<file path="config.mk">
export PLATFORM = sky130hd
export DESIGN_NAME = fetch_queue
export DESIGN_NICKNAME = d
export VERILOG_FILES = /design/src/rtl/riscv_pkg.sv /design/src/rtl/fetch_fifo.sv /design/src/rtl/fetch_queue.sv
export SDC_FILE = /design/constraint.sdc
export NUM_CORES = 1
export LEC_CHECK = 0
export ABC_AREA = 0
export CAP_MARGIN = 5
export CORE_ASPECT_RATIO = 1.75
export CORE_UTILIZATION = 35
export CTS_CLUSTER_SIZE = 16
export DETAILED_ROUTE_END_ITERATION = 7
export HOLD_SLACK_MARGIN = 0.05
export PLACE_DENSITY = 0.61
export SLEW_MARGIN = 10
export SYNTH_ARGS = -nofsm -noshare
export SYNTH_HDL_FRONTEND = slang
export SYNTH_HIERARCHICAL = 1
export SYNTH_SLANG_ARGS = --single-unit
export TNS_END_PERCENT = 1
</file>
<file path="constraint.sdc">
create_clock -name clk -period 18.3 [get_ports clk]
set_clock_uncertainty 0.1 [all_clocks]
set_input_delay 1.83 -clock clk [delete_from_list [all_inputs] [get_ports clk]]
set_output_delay 1.83 -clock clk [all_outputs]
set_load 0.03 [all_outputs]
</file>
<file path="src/rtl/riscv_pkg.sv">
// riscv_pkg: shared widths, encodings and the fetch-queue entry type.
package riscv_pkg;
    localparam int XLEN = 32;
    localparam logic [31:0] NOP = 32'h00000013;

    typedef struct packed {
        logic [XLEN-1:0] pc;
        logic [XLEN-1:0] instr;
    } if_entry_t;
endpackage

</file>
<file path="src/rtl/fetch_fifo.sv">
// fetch_fifo: small synchronous FIFO with clear; head reads 0 when empty.
module fetch_fifo #(
    parameter int W     = 32,
    parameter int DEPTH = 2
) (
    input  logic         clk,
    input  logic         rst,
    input  logic         clr,
    input  logic         push,
    input  logic [W-1:0] din,
    input  logic         pop,
    output logic [W-1:0] dout
);
    localparam int AW = DEPTH > 1 ? $clog2(DEPTH) : 1;
    localparam int CW = $clog2(DEPTH + 1);

    logic [W-1:0]  mem [DEPTH];
    logic [AW-1:0] rd, wr;
    logic [CW-1:0] cnt;
    logic          do_push, do_pop;

    function automatic logic [AW-1:0] nxt(input logic [AW-1:0] p);
        return p == AW'(DEPTH - 1) ? '0 : p + 1'b1;
    endfunction

    assign do_pop  = pop && cnt != '0;
    assign do_push = push && (cnt != CW'(DEPTH) || do_pop);
    assign dout    = cnt != '0 ? mem[rd] : '0;

    always_ff @(posedge clk or posedge rst) begin
        if (rst) begin
            rd  <= '0;
            wr  <= '0;
            cnt <= '0;
        end else if (clr) begin
            rd  <= '0;
            wr  <= '0;
            cnt <= '0;
        end else begin
            if (do_push) wr <= nxt(wr);
            if (do_pop) rd <= nxt(rd);
            cnt <= cnt + CW'(do_push) - CW'(do_pop);
        end
    end

    // Storage needs no reset; occupancy alone decides what is visible.
    always_ff @(posedge clk) begin
        if (do_push && !clr) mem[wr] <= din;
    end
endmodule

</file>
<file path="src/rtl/fetch_queue.sv">
// fetch_queue: in-order instruction fetch with credit-limited requests,
// PC tagging of responses and flush that discards in-flight work.
module fetch_queue #(
    parameter int DEPTH = 2,
    parameter int XLEN  = riscv_pkg::XLEN
) (
    input  logic            clk,
    input  logic            rst,
    input  logic [XLEN-1:0] pc_in,
    output logic            pc_hold,
    input  logic            flush,
    output logic            imem_req_valid,
    input  logic            imem_req_ready,
    output logic [XLEN-1:0] imem_addr,
    input  logic            imem_rsp_valid,
    input  logic [XLEN-1:0] imem_rsp_data,
    output logic            id_valid,
    input  logic            id_ready,
    output logic [XLEN-1:0] id_instr,
    output logic [XLEN-1:0] id_pc
);
    import riscv_pkg::*;

    localparam int CW = $clog2(DEPTH + 1);

    logic [CW-1:0]   inflight, drop, count;
    logic            accept, rsp_ok, q_push, q_pop;
    logic [XLEN-1:0] tag_head;
    if_entry_t       q_in, q_head;

    // Queue slots plus outstanding requests never exceed DEPTH, so a response always has room.
    assign imem_req_valid = !rst && !flush && ({1'b0, inflight} + {1'b0, count} < (CW + 1)'(DEPTH));
    assign accept         = imem_req_valid && imem_req_ready;
    assign pc_hold        = !accept;
    assign imem_addr      = pc_in;
    assign rsp_ok         = imem_rsp_valid && inflight != '0;
    assign q_push         = rsp_ok && drop == '0 && !flush;
    assign id_valid       = count != '0;
    assign q_pop          = id_valid && id_ready && !flush;
    assign q_in           = '{pc: tag_head, instr: imem_rsp_data};
    assign id_pc          = q_head.pc;
    assign id_instr       = q_head.instr;

    always_ff @(posedge clk or posedge rst) begin
        if (rst) begin
            inflight <= '0;
            drop     <= '0;
            count    <= '0;
        end else begin
            inflight <= inflight + CW'(accept) - CW'(rsp_ok);
            drop     <= flush ? inflight - CW'(rsp_ok) : drop - CW'(rsp_ok && drop != '0);
            count    <= flush ? '0 : count + CW'(q_push) - CW'(q_pop);
        end
    end

    fetch_fifo #(.W(XLEN), .DEPTH(DEPTH)) u_tag (
        .clk  (clk),
        .rst  (rst),
        .clr  (1'b0),
        .push (accept),
        .din  (pc_in),
        .pop  (rsp_ok),
        .dout (tag_head)
    );

    fetch_fifo #(.W($bits(if_entry_t)), .DEPTH(DEPTH)) u_queue (
        .clk  (clk),
        .rst  (rst),
        .clr  (flush),
        .push (q_push),
        .din  (q_in),
        .pop  (q_pop),
        .dout (q_head)
    );
endmodule

</file>
==> flow_summary_export.csv <==
group,metric,value,unit
clocking,numCtsBuffers,19,
route,routed_via_density,4.543,
logic_synthesis,yosysSeqAreaShare,72.64,%
clocking,cts.sinks,206,
pwr,ir_drop,0.00006665,V
outcome,status,"complete, no violations",
global_route,grt-ovfl-total,0,
pwr,leakage,0.003550,uW
global_route,grt_pass1_vias,4914,
finish,finalNonFillerCells,989,
route,vias,4493,
global_route,grt_max_degree,65,
sta,final-setup-viol-count,0,
logic_synthesis,ys_types,31,
critical_path,arrival,3750,ps
floorplan,fp-row-count,74,
clocking,clockRootBuffer,"clkbuf_16",
route,wl_per_cell,16.16,um
critical_path,cp.required,16370,ps
route,drt-initial-drc-count,141,
floorplan,dieArea,24700,sq um
sta,layout_min_cycle_time,5677,ps
clocking,clk_latency,480,ps
clocking,cts_max_level,1,
logic_synthesis,synth-main-ff-cell,"edfxtp_1",
floorplan,die_y,207.2,um
placement,gp_congestion,0.7161,
floorplan,io_pins,169,
placement,placedCellCount,957,
critical_path,critPathMaxFanout,15,
clocking,clkTransAtPathRegs,60,ps
sta,hold_slack,466.4,ps
finish,syn2layout_area_growth,27.82,%
logic_synthesis,ys_ff_latch,206,
route,routed_wirelength,15980,um
critical_path,crit_path_start_kind,"input pin",
critical_path,cp-end-kind,"output port",
route,dr.pass1.iters,4,
placement,dpl_worst_slack,12580,ps
logic_synthesis,async_reset_ff_share,6.796,%
sta,fin_crit_sh,31.02,%
finish,drive_gt1_share,7.299,%
floorplan,die_x,119.2,um
logic_synthesis,syn_area,8419,sq um
route,drc,0,
pwr,total_power,1191,uW
logic_synthesis,netlist_instances,525,
pwr,cellPowerDensity,110.7,nW/um^2
job,drv_cap,0,
logic_synthesis,synth.avg_cell_area,16.04,sq um
logic_synthesis,synth_enable_flop_cells,192,
sta,fin_ws,12620,ps
floorplan,start_util,35.80,%
sta,timing.slew.headroom,29.67,%
sta,tns,0,ps
sta,finalMaxSlewViolations,0,
floorplan,coreArea,23520,sq um
global_route,antenna_found_initial,0,
clocking,cts_buffer_depth,3,
critical_path,worstSetupPathType,"in -> out",
sta,rsz0062_at_grt,"false",
clocking,hold_buffers,0,
global_route,grt_pass1_wl,25500,um
finish,n_fill_cell,2117,
placement,hpwl,10400,um
clocking,cts_setup_buffers,0,
placement,io_buffers,168,
clocking,cts_tree,"done",
min_path,hold_class,"reg -> reg",
sta,hold_viol_final,0,
finish,n_antenna_cell,0,
logic_synthesis,yosys_warnings,6,
sta,max_freq,176.2,MHz
sta,tightest_slew,1055,ps
global_route,grtUsageTotal,13.18,%
finish,fin_nets,755,
route,postRouteAntennaNets,0,
clocking,cts_resized,0,
## state kept, by name, summed over array words and instances, names as in the netlist
register     cells
u_queue/cnt      2
u_queue/mem    128
u_tag/rd         1
count            2
u_queue/wr       1
u_tag/mem       64
drop             2
inflight         2
u_queue/rd       1
u_tag/cnt        2
u_tag/wr         1
## report_power, final
part / switching, uW / internal (uW)
Clock: 157 / 209
Sequential: 28.4 / 558
Combinational: 138 / 101
## through the flow
step / utilization, % / instance area, sq um
floorplan: - / 8442
global placement: 43.36 / 10200
detailed placement: 43.36 / 10200
CTS: 45.76 / 10760
global route: 45.76 / 10760
finish: 45.76 / 10760
## area by class of cell
| cell class | count | area, sq um | share of cell area [%] |
|---|---|---|---|
| inverter | 14 | 52.55 | 0.4883 |
| tap | 304 | 380.4 | 3.534 |
| clock buffer | 25 | 508.0 | 4.720 |
| timing repair buffer | 175 | 1734 | 16.11 |
| multi-input combinational | 258 | 1908 | 17.73 |
| sequential | 206 | 6121 | 56.88 |
| clock inverter | 7 | 57.56 | 0.5348 |
## critical path, stage by stage
cell             delay (ps)
clkdlybuf4s50_1         740
nor4_4                  450
clkdlybuf4s50_1         720
## cell families (layout without fill, tap and decap cells)
| logic type | Yosys count | after routing | synth area share, % |
|---|---|---|---|
| AND/OR/NAND/NOR | 124 | 124 | 6.301 |
| AO/OA/AOI/OAI | 5 | 5 | 0.6835 |
| flip-flops | 206 | 206 | 72.64 |
| XOR/XNOR | 11 | 11 | 1.308 |
| adder cells (fa/ha/maj) | 11 | 11 | 1.724 |
| other | 1 | 7 | 0.04454 |
| buffers and inverters | 67 | 221 | 5.290 |
| multiplexers | 100 | 100 | 12.01 |
## worst paths after layout
check	slack, ps	startpoint	cells after the start	to
min reg2reg	470	inflight[0]	1	inflight[0]
max	12620	flush	3	imem_req_valid
max in group asynchronous	16260	rst	2	count[0]
min	470	inflight[0]	1	inflight[0]
min in group asynchronous	1620	rst	2	u_tag/cnt[1]
max reg2reg	15500	inflight[0]	7	u_tag/mem[1][0]
## metal layers
| layer | up-vias | share of wire (%) | track usage (%) | wire [um] |
|---|---|---|---|---|
| met2 | 112 | 58 | 26.42 | 9334 |
| met3 | 28 | 3.7 | 1.762 | 599 |
| met1 | 2209 | 35 | 13.37 | 5608 |
| met4 | 0 | 2.8 | 4.889 | 441 |
| met5 | - | 0 | 0 | 0 |
| li1 | 2144 | - | - | - |
## cell usage after synthesis (2+ instances only)
master | n | area (sq um)
nor2_1 | 106 | 397.9
ha_1 | 10 | 125.1
o21ai_0 | 2 | 10.01
edfxtp_1 | 192 | 5766
xnor2_1 | 6 | 52.55
and2_1 | 2 | 12.51
inv_1 | 12 | 45.04
inv_2 | 2 | 7.510
nor3_1 | 2 | 10.01
o31ai_4 | 2 | 42.54
xor2_1 | 4 | 35.03
mux2_4 | 2 | 30.03
nor3b_1 | 2 | 15.01
buf_2 | 11 | 55.05
buf_6 | 6 | 67.56
dfrtp_1 | 14 | 350.3
mux2i_1 | 98 | 980.9
buf_4 | 36 | 270.3
nor2b_1 | 4 | 25.02
## layout by cell type, fill, tap and decap left out, drive strengths merged
cell           instances
mux2                   2
o31ai                  2
fa                     1
inv                   14
xor2                   4
nand2                  1
mux2i                 98
and3b                  1
nor3b                  2
bufinv                 1
or2                    1
ha                    10
nor2b                  4
clkinv                 6
clkbuf                25
nor4                   2
and2b                  1
nor2                 107
o21ai                  3
xnor3                  1
nor3                   2
and2                   2
conb                   7
dfrtp                 14
clkdlybuf4s50        168
buf                    7
xnor2                  6
edfxtp               192
or4                    1
Power figures use the tool's default switching activity.
